**src/rtl/uart_tx_bus_responder.sv**
```systemverilog
// ============================================================================
// uart_tx_bus_responder
// ----------------------------------------------------------------------------
// Memory-mapped UART transmitter that sits on the MEM-stage data bus. The CPU
// stores bytes into a TX FIFO. A baud-timed FSM then sends each byte as an
// 8N1 frame on tx (8O1/8E1 when parity is enabled).
//
// Build option:
//   UART_TX_PARITY_EN  - when defined, a PARITY bit follows the data bits.
//                        The bit is even parity, or odd parity when DIV[16]=1.
//                        The frame is then 11 bits long. When undefined,
//                        DIV[16] reads 0 and ignores writes.
//
// Parameters:
//   FIFO_DEPTH  TX FIFO entries (power of two, >= 2)
//   DIV_RESET   reset value of DIV; one bit lasts DIV+1 clk cycles
//
// Ports:
//   clk        system clock, rising edge
//   reset      synchronous active-high reset
//   busCs      chip select
//   busWe      write strobe, qualified by busCs
//   busAddr    byte offset; [3:2] selects the register
//   busWData   write data
//   busRData   combinational read data (0 when busCs=0)
//   tx         serial output, idle high
//   irq_empty  high while the FIFO is empty and the transmitter is idle
//
// Register map:
//   0x0 DATA   W    [7:0] pushed to the FIFO; reads 0
//   0x4 STATUS R/W1C [0] full [1] empty [2] busy [3] overflow (W1C)
//                    [7:4] FIFO count, saturating at 15
//   0x8 DIV    R/W  [15:0] baud divisor ([16] odd parity with parity enabled)
//   0xC        reads 0, writes ignored
// ============================================================================
module uart_tx_bus_responder #(
    parameter int          FIFO_DEPTH = 8,
    parameter logic [15:0] DIV_RESET  = 16'd867
) (
    input  logic        clk,
    input  logic        reset,
    input  logic        busCs,
    input  logic        busWe,
    input  logic [3:0]  busAddr,
    input  logic [31:0] busWData,
    output logic [31:0] busRData,
    output logic        tx,
    output logic        irq_empty
);

    localparam int AW = $clog2(FIFO_DEPTH);

    typedef enum logic [2:0] {
        ST_IDLE,
        ST_START,
        ST_DATA,
        ST_PARITY,
        ST_STOP
    } state_t;

    // ------------------------------------------------------------------
    // State
    // ------------------------------------------------------------------
    state_t        stateReg, stateNext;
    logic [15:0]   tickReg, tickNext;
    logic [2:0]    bitReg, bitNext;
    logic [7:0]    shifterReg, shifterNext;
    logic [15:0]   divQReg, divQNext;
    logic          parityReg, parityNext;
    logic [15:0]   divReg, divNext;
    logic          overflowReg, overflowNext;
    logic [AW:0]   wrPtrReg, rdPtrReg;
    logic [7:0]    fifoMem [FIFO_DEPTH];

    logic          parOdd;
`ifdef UART_TX_PARITY_EN
    logic          parOddReg, parOddNext;
    assign parOdd = parOddReg;
`else
    assign parOdd = 1'b0;
`endif

    // ------------------------------------------------------------------
    // Bus decode
    // ------------------------------------------------------------------
    logic [1:0] regSel;
    logic       wrStrobe;
    logic       pushReq;
    logic       pushAccept;
    logic       pop;

    assign regSel   = busAddr[3:2];
    assign wrStrobe = busCs && busWe;
    assign pushReq  = wrStrobe && (regSel == 2'd0);

    // ------------------------------------------------------------------
    // FIFO status (pointers carry one extra wrap bit)
    // ------------------------------------------------------------------
    logic [AW:0]  fifoCount;
    logic         fifoEmpty;
    logic         fifoFull;
    logic [7:0]   fifoHead;
    logic [31:0]  countWide;
    logic [3:0]   countSat;

    assign fifoCount = wrPtrReg - rdPtrReg;
    assign fifoEmpty = (wrPtrReg == rdPtrReg);
    assign fifoFull  = (wrPtrReg[AW] != rdPtrReg[AW]) &&
                       (wrPtrReg[AW-1:0] == rdPtrReg[AW-1:0]);
    assign fifoHead  = fifoMem[rdPtrReg[AW-1:0]];
    assign countWide = 32'(fifoCount);
    assign countSat  = (countWide > 32'd15) ? 4'hF : countWide[3:0];

    // A pop in the same cycle frees the slot that the push reuses.
    assign pushAccept = pushReq && (!fifoFull || pop);

    // ------------------------------------------------------------------
    // FIFO storage: no reset, write-only port here. The head is captured
    // into the shifter on pop, which acts as the registered read.
    // ------------------------------------------------------------------
    always_ff @(posedge clk) begin
        if (pushAccept) begin
            fifoMem[wrPtrReg[AW-1:0]] <= busWData[7:0];
        end
    end

    always_ff @(posedge clk) begin
        if (reset) begin
            wrPtrReg <= '0;
            rdPtrReg <= '0;
        end else begin
            if (pushAccept) begin
                wrPtrReg <= wrPtrReg + 1'b1;
            end
            if (pop) begin
                rdPtrReg <= rdPtrReg + 1'b1;
            end
        end
    end

    // ------------------------------------------------------------------
    // Control registers
    // ------------------------------------------------------------------
    always_comb begin
        overflowNext = overflowReg;
        divNext      = divReg;
        if (wrStrobe && (regSel == 2'd1) && busWData[3]) begin
            overflowNext = 1'b0;
        end
        // Placed after the clear so a dropped push wins over a W1C.
        if (pushReq && !pushAccept) begin
            overflowNext = 1'b1;
        end
        if (wrStrobe && (regSel == 2'd2)) begin
            divNext = busWData[15:0];
        end
    end

`ifdef UART_TX_PARITY_EN
    always_comb begin
        parOddNext = parOddReg;
        if (wrStrobe && (regSel == 2'd2)) begin
            parOddNext = busWData[16];
        end
    end
`endif

    // ------------------------------------------------------------------
    // Transmit FSM: next state
    // ------------------------------------------------------------------
    logic tickDone;
    assign tickDone = (tickReg == divQReg);

    always_comb begin
        stateNext   = stateReg;
        tickNext    = tickReg;
        bitNext     = bitReg;
        shifterNext = shifterReg;
        divQNext    = divQReg;
        parityNext  = parityReg;
        pop         = 1'b0;

        case (stateReg)
            ST_IDLE: begin
                if (!fifoEmpty) begin
                    pop         = 1'b1;
                    shifterNext = fifoHead;
                    divQNext    = divReg;
                    parityNext  = (^fifoHead) ^ parOdd;
                    tickNext    = '0;
                    bitNext     = '0;
                    stateNext   = ST_START;
                end
            end

            ST_START: begin
                if (tickDone) begin
                    tickNext  = '0;
                    bitNext   = '0;
                    stateNext = ST_DATA;
                end else begin
                    tickNext = tickReg + 16'd1;
                end
            end

            ST_DATA: begin
                if (tickDone) begin
                    tickNext    = '0;
                    shifterNext = {1'b0, shifterReg[7:1]};
                    if (bitReg == 3'd7) begin
`ifdef UART_TX_PARITY_EN
                        stateNext = ST_PARITY;
`else
                        stateNext = ST_STOP;
`endif
                    end else begin
                        bitNext = bitReg + 3'd1;
                    end
                end else begin
                    tickNext = tickReg + 16'd1;
                end
            end

            ST_PARITY: begin
                if (tickDone) begin
                    tickNext  = '0;
                    stateNext = ST_STOP;
                end else begin
                    tickNext = tickReg + 16'd1;
                end
            end

            ST_STOP: begin
                if (tickDone) begin
                    tickNext = '0;
                    if (!fifoEmpty) begin
                        // Back-to-back: next START begins with no idle gap.
                        pop         = 1'b1;
                        shifterNext = fifoHead;
                        divQNext    = divReg;
                        parityNext  = (^fifoHead) ^ parOdd;
                        bitNext     = '0;
                        stateNext   = ST_START;
                    end else begin
                        stateNext = ST_IDLE;
                    end
                end else begin
                    tickNext = tickReg + 16'd1;
                end
            end

            default: begin
                stateNext = ST_IDLE;
            end
        endcase
    end

    // ------------------------------------------------------------------
    // State registers
    // ------------------------------------------------------------------
    always_ff @(posedge clk) begin
        if (reset) begin
            stateReg    <= ST_IDLE;
            tickReg     <= '0;
            bitReg      <= '0;
            shifterReg  <= '0;
            divQReg     <= '0;
            parityReg   <= 1'b0;
            overflowReg <= 1'b0;
            divReg      <= DIV_RESET;
        end else begin
            stateReg    <= stateNext;
            tickReg     <= tickNext;
            bitReg      <= bitNext;
            shifterReg  <= shifterNext;
            divQReg     <= divQNext;
            parityReg   <= parityNext;
            overflowReg <= overflowNext;
            divReg      <= divNext;
        end
    end

`ifdef UART_TX_PARITY_EN
    always_ff @(posedge clk) begin
        if (reset) begin
            parOddReg <= 1'b0;
        end else begin
            parOddReg <= parOddNext;
        end
    end
`endif

    // ------------------------------------------------------------------
    // Outputs
    // ------------------------------------------------------------------
    logic        busy;
    logic [31:0] statusWord;
    logic [31:0] divWord;

    assign busy       = (stateReg != ST_IDLE);
    assign statusWord = {24'd0, countSat, overflowReg, busy, fifoEmpty, fifoFull};
`ifdef UART_TX_PARITY_EN
    assign divWord    = {15'd0, parOddReg, divReg};
`else
    assign divWord    = {16'd0, divReg};
`endif

    always_comb begin
        busRData = '0;
        if (busCs) begin
            case (regSel)
                2'd1:    busRData = statusWord;
                2'd2:    busRData = divWord;
                default: busRData = '0;
            endcase
        end
    end

    always_comb begin
        case (stateReg)
            ST_START:  tx = 1'b0;
            ST_DATA:   tx = shifterReg[0];
            ST_PARITY: tx = parityReg;
            default:   tx = 1'b1;
        endcase
    end

    assign irq_empty = fifoEmpty && (stateReg == ST_IDLE);

    // Bus bits with no function in this register map.
    logic unusedBits;
`ifdef UART_TX_PARITY_EN
    assign unusedBits = ^{busWData[31:17], busAddr[1:0]};
`else
    assign unusedBits = ^{busWData[31:16], busAddr[1:0]};
`endif

endmodule

```
**config.mk**
```make
export PLATFORM = sky130hd
export DESIGN_NAME = uart_tx_bus_responder
export DESIGN_NICKNAME = d
export VERILOG_FILES = /design/src/rtl/uart_tx_bus_responder.sv
export SDC_FILE = /design/constraint.sdc
export NUM_CORES = 1
export LEC_CHECK = 0
export CORE_ASPECT_RATIO = 0.8
export CORE_MARGIN = 2
export CORE_UTILIZATION = 55
export CTS_BUF_LIST = sky130_fd_sc_hd__clkbuf_8
export CTS_CLUSTER_DIAMETER = 120
export CTS_CLUSTER_SIZE = 14
export DETAILED_ROUTE_END_ITERATION = 12
export PLACE_DENSITY = 0.87
export SLEW_MARGIN = 20
export SYNTH_ARGS = -nofsm -noshare
export SYNTH_HDL_FRONTEND = slang
export SYNTH_SLANG_ARGS = --single-unit
```
**constraint.sdc**
```tcl
create_clock -name clk -period 3.6 [get_ports clk]
set_input_delay 0.72 -clock clk [delete_from_list [all_inputs] [get_ports clk]]
set_output_delay 0.72 -clock clk [all_outputs]
set_load 0.005 [all_outputs]
```
Word-level counts from Yosys, hierarchy flattened

Memory sizes are Yosys's and may differ from the RTL's. A register that Yosys moved wholly into a read port is not among the register bits.
Index checks and enable logic that the tools add are counted.

Bits in registers: 72
Bits in writable memories: 64
Memories kept: 1

Memories:

| name    | depth | width | read ports | clocked after memory_dff | wr ports | RTL line | source |
|---|---|---|---|---|---|---|---|
| fifoMem | 8     | 8     | 1          | 1                        | 1        | 73       | `logic [7:0] fifoMem [FIFO_DEPTH];` |

Add/subtract/negate cells: 5
Order comparisons: 1
Equality and inequality tests: 18
Muxes and demuxes: 40
Reductions and logical operators: 27

Operators with widths:

| cell                    | count |
|---|---|
| $pmux W16 S2            | 3 |
| $mux W16                | 5 |
| $mux W3                 | 13 |
| $mux W8                 | 3 |
| $pmux W8 S3             | 1 |
| $add A16 B1 Y16 const B | 1 |
| $eq A16 B16 Y1          | 1 |
| $pmux W3 S5             | 1 |
| $ne A2 B2 Y1 const B    | 7 |
| $pmux W3 S4             | 1 |
| $logic_and A1 B1 Y1     | 9 |
| $mux W1                 | 9 |
| $add A4 B1 Y4 const B   | 2 |
| $reduce_xor A8 Y1       | 1 |
| $eq A3 B2 Y1 const B    | 2 |
| $eq A3 B3 Y1 const B    | 2 |
| $reduce_and A6 Y1       | 1 |
| $reduce_bool A2 Y1      | 3 |
| $reduce_bool A3 Y1      | 2 |
| $reduce_and A5 Y1       | 1 |
| $eq A4 B4 Y1            | 1 |
| $gt A4 B4 Y1 const B    | 1 |
| $mux W4                 | 1 |
| $pmux W1 S2             | 2 |
| other kinds (16)        | 18 |

Logic depth before layout (Yosys ltp)

Depth in word-level cells: 9
Gate-level depth with buffers: 10
Gate-level depth less buffers: 9

Least setup slack after synthesis

No wires, ideal clock.

Path type: register -> register
From: reg wrPtrReg[0]
To: mem fifoMem[4][0], enable pin
Library setup time: 383 ps
Arrival time: 2,324 ps
Path slack: 892 ps
Stages on the path, launching flop included: 11
Clock period less this slack: 2,708 ps
Cells stage by stage: dfxtp_1 > inv_1 > ha_1 > nand3_1 > or2_2 > nand2_1 > a21o_1 > buf_6 > a21oi_2 > nand2_1 > nor3_1

Longest elaborated chain between the ends: 8
Elaborated cells between the ends (all ways): 11
Classes of those cells: 2 x eq/ne; 5 x mux; 4 x reduce/logical

RTL lines:

| what                          | RTL line | source |
|---|---|---|
| start: declaration            | 72       | `logic [AW:0] wrPtrReg, rdPtrReg;` |
| start signal: assignment      | 133      | `wrPtrReg <= wrPtrReg + 1'b1;` |
| $eq A4 B4 Y1                  | 107      | `assign fifoEmpty = (wrPtrReg == rdPtrReg);` |
| $mux W1                       | 185, 236 |  |
| $mux W1                       | 234      | `if (tickDone) begin` |
| $pmux W1 S2                   | 183      | `case (stateReg)` |
| $logic_or A1 B1 Y1            | 115      | `assign pushAccept = pushReq && (!fifoFull \|\| pop);` |
| $logic_and A1 B1 Y1           | 115      |  |
| $mux W1                       | 122      | `if (pushAccept) begin` |
| $mux W1 (not written as such) | 123      | `fifoMem[wrPtrReg[AW-1:0]] <= busWData[7:0];` |
| end: declaration              | 73       |  |

Several ways; a longest one is shown, not always the timed one.

Worst setup path in the final report

From: reg wrPtrReg[0]
To: out busRData[6]

Longest elaborated chain between the ends: 5

RTL lines:

| what              | RTL line | source |
|---|---|---|
| $sub A4 B4 Y4 (*) | 106      | `assign fifoCount = wrPtrReg - rdPtrReg;` |
| $gt A4 B4 Y1      | 112      | `assign countSat = (countWide > 32'd15) ? 4'hF : countWide[3:0];` |
| $mux W4 (*)       | 112      |  |
| $pmux W16 S2 (*)  | 311      | `case (regSel)` |
| $mux W16 (*)      | 310      | `if (busCs) begin` |
| end: declaration  | 46       | `output logic [31:0] busRData,` |

Mark *: on every way between the ends. The rest lies on a longest branch, timed or not.

==> metrics <==
outcome=finished, final reports clean; Slew Limit Fails=0; die area=12800 um^2; WP data required=2880 ps; IO Port Bufs=39; final net count=668; Layout Area Growth over Synthesis=13.6%; vias=4573; Hold Path Class=reg2reg; reg2reg end=fifoMem[0][4]; Clock Pin Slew Worst Setup and Hold Paths=80 ps; switching part of the total=0.321; Worst R2R Start=wrPtrReg[0]; final non-filler cell total=777; initial drt markers=536; syn avg cell area=11.3 um^2; R2R Setup Slk=440 ps; Core Region=11600 um^2; Max Freq=0.294 GHz; # Max-Cap Violations=0; first-pass GRT wire length=23800 um; CTS sink cnt=139; Worst path top cell family by delay=buffers and inverters; RSZ-0062 raised after global routing=false; Worst EP arrival=2680 ps; pwr/cell area=589 nW/um^2; worst r2r path cells=10; Worst Setup Path Type=reg2out; Flop pwr share=0.433; Post-Synthesis Cell Area=6520 um^2; Tmin final=3400 ps; Die X=126 um; Slew HR=0.352; final hold vios=0; Final Cell Area=7410 um^2; async set-reset flop share out of synthesis=0; DRC=0; Critical Path, Cell by Cell=inv_1, ha_1, fa_1, xnor2_1, a22oi_1, nor2_1, clkdlybuf4s50_1; Clock Latency Late Sink=450 ps; FP Rows=35; combinational power share=0.261; Final HPWL DP=9830 um; vias in the first global route=4701; first-pass iteration count of the detailed router=5; Via-to-Cell Ratio=5.89; Worst Hold Endpoint=shifterReg[7]; gpl congestion=0.819; Clk pwr share=0.306; maximum clock path buffer count=2; CP Depth=7; GRT Util Overall=0.242; Final ANT Viol Nets=0; layout cells sized above 1=0.127; peak supply drop=0.000447 V; Worst Skew=14.3 ps; post-synthesis sequential area ratio=0.525; largest net degree at the start of global routing=45; Root Driver=clkbuf_8; library cells used by synthesis=45; ant diodes=0; Post-synth EDFFs=64; Buf+Inv Stages, Crit Path=2; Die Ht=101 um; io pins=74; H-Tree Depth=4; fin crit share=0.944; CTS tree=done; Startpoint Class=flip-flop; FF+latch count, synth=139; WL final=14500 um; post-CTS setup buffers=0; Psw=1400 uW; Starting Density=0.564; setup_tns=0 ps; placed cell count=745; ys flop type=dfxtp_1; CP max stage cell=clkdlybuf4s50_1; grt ovf=0; DP Area=6990 um^2; Worst Hold Launch=shifterReg[7]; most common cell after layout, fill and taps aside=dfxtp_1; synthesized instance count=575; initial antenna violation count=0; Ys Warns=0; Int Power=2960 uW; kind of end point of the critical path=primary output; Final setup viols=0; Pleak=0.00284 uW; CP Max Fanout=7; most frequent cells in the layout=dfxtp_1, nor2_1, edfxtp_1; Worst Max-Slew Pin Slew=968 ps; total CTS buffers=17; CP peak stage delay=530 ps; routed len/inst=18.7 um; Hold Path Cell Cnt=2
==> registers in the layout, summed over array words and instances (netlist names), named ones only <==
signal	cells
fifoMem	64
divQReg	16
divReg	16
tickReg	16
shifterReg	8
rdPtrReg	4
wrPtrReg	4
bitReg	3
stateReg	3
overflowReg	1
parityReg	1
==> worst reg2reg max path, stage by stage, from the launching register on <==
cell and delay, ps:
dfxtp_1 470, inv_1 140, ha_1 330, nand3_1 210, or2_2 230, nand2_1 90, a21o_1 410, a21oi_2 360
nand2_1 140, nor3_1 240, buf_4 250
==> power groups by stage <==
stage / Combinational [uW] / Sequential (uW) / Clock, uW
floorplan: 908 / 1850 / 0
global placement: 1050 / 1910 / 0
detailed placement: 1110 / 1920 / 0
CTS: 1130 / 1890 / 1340
global route: 1250 / 1900 / 1420
finish: 1140 / 1890 / 1330
==> how the worst max path moves through the flow <==
stage / from / to / slack, ps
final: wrPtrReg[0] / busRData[6] / 200
after global routing: wrPtrReg[0] / busRData[6] / 80
after CTS: wrPtrReg[0] / busRData[0] / 110
after detailed placement: busAddr[2] / busRData[13] / 290
after global placement: busAddr[2] / busRData[9] / 370
after floorplan: wrPtrReg[0] / fifoMem[4][0] / 890
==> kinds of logic (layout without fill, tap and decap cells) <==
| group | Yosys count | in the layout | synth area share |
|---|---|---|---|
| mux | 58 | 58 | 0.129 |
| buf+inv | 58 | 97 | 0.0487 |
| compound gates | 59 | 59 | 0.0560 |
| flops | 139 | 139 | 0.525 |
| xor+xnor | 58 | 58 | 0.0779 |
| fa+ha+maj | 12 | 12 | 0.0242 |
| simple gates | 190 | 190 | 0.139 |
| other cells | 1 | 16 | 0.000575 |
==> repair_timing <==
item,in CTS,in global routing
hold buffers,0,0
endpoints found under the setup margin,0,1
gates resized for setup,0,1
==> through the flow <==
stage	utilization	total power (uW)	hold slack (ps)	setup slack [ps]
floorplan	-	2760	432	892
global placement	0.604	2960	439	369
detailed placement	0.604	3030	454	285
CTS	0.641	4360	464	108
global route	0.641	4570	504	77.0
finish	0.641	4360	465	203
==> area by class of cell <==
| type | instances | area (um^2) |
|---|---|---|
| multi-input combinational | 393 | 2840 |
| sequential | 139 | 3420 |
| inverter | 11 | 41.3 |
| fill | 825 | 4150 |
| clock buffer | 17 | 234 |
| timing repair buffer | 54 | 498 |
| tap | 148 | 185 |
| clock inverter | 15 | 188 |
==> synth_stat cells (all sizes together), types with 13 or more instances <==
cell / count / area, um^2
a21oi: 26 / 134
nor2: 66 / 248
o21ai: 15 / 75.1
clkbuf: 20 / 75.1
buf: 27 / 201
and3: 13 / 81.3
dfxtp: 75 / 1500
edfxtp: 64 / 1920
xnor2: 24 / 210
mux4: 20 / 450
xor2: 34 / 298
nand2: 60 / 225
mux2i: 38 / 393
==> metal layers <==
metal	GRT usage	routed length [um]	vias to the layer above
met2	0.420	7120	226
met1	0.297	5910	2233
met3	0.0534	1090	43
met4	0.101	384	0
li1	-	-	2071
met5	0	0	-
(Power assumes the default switching activity.)
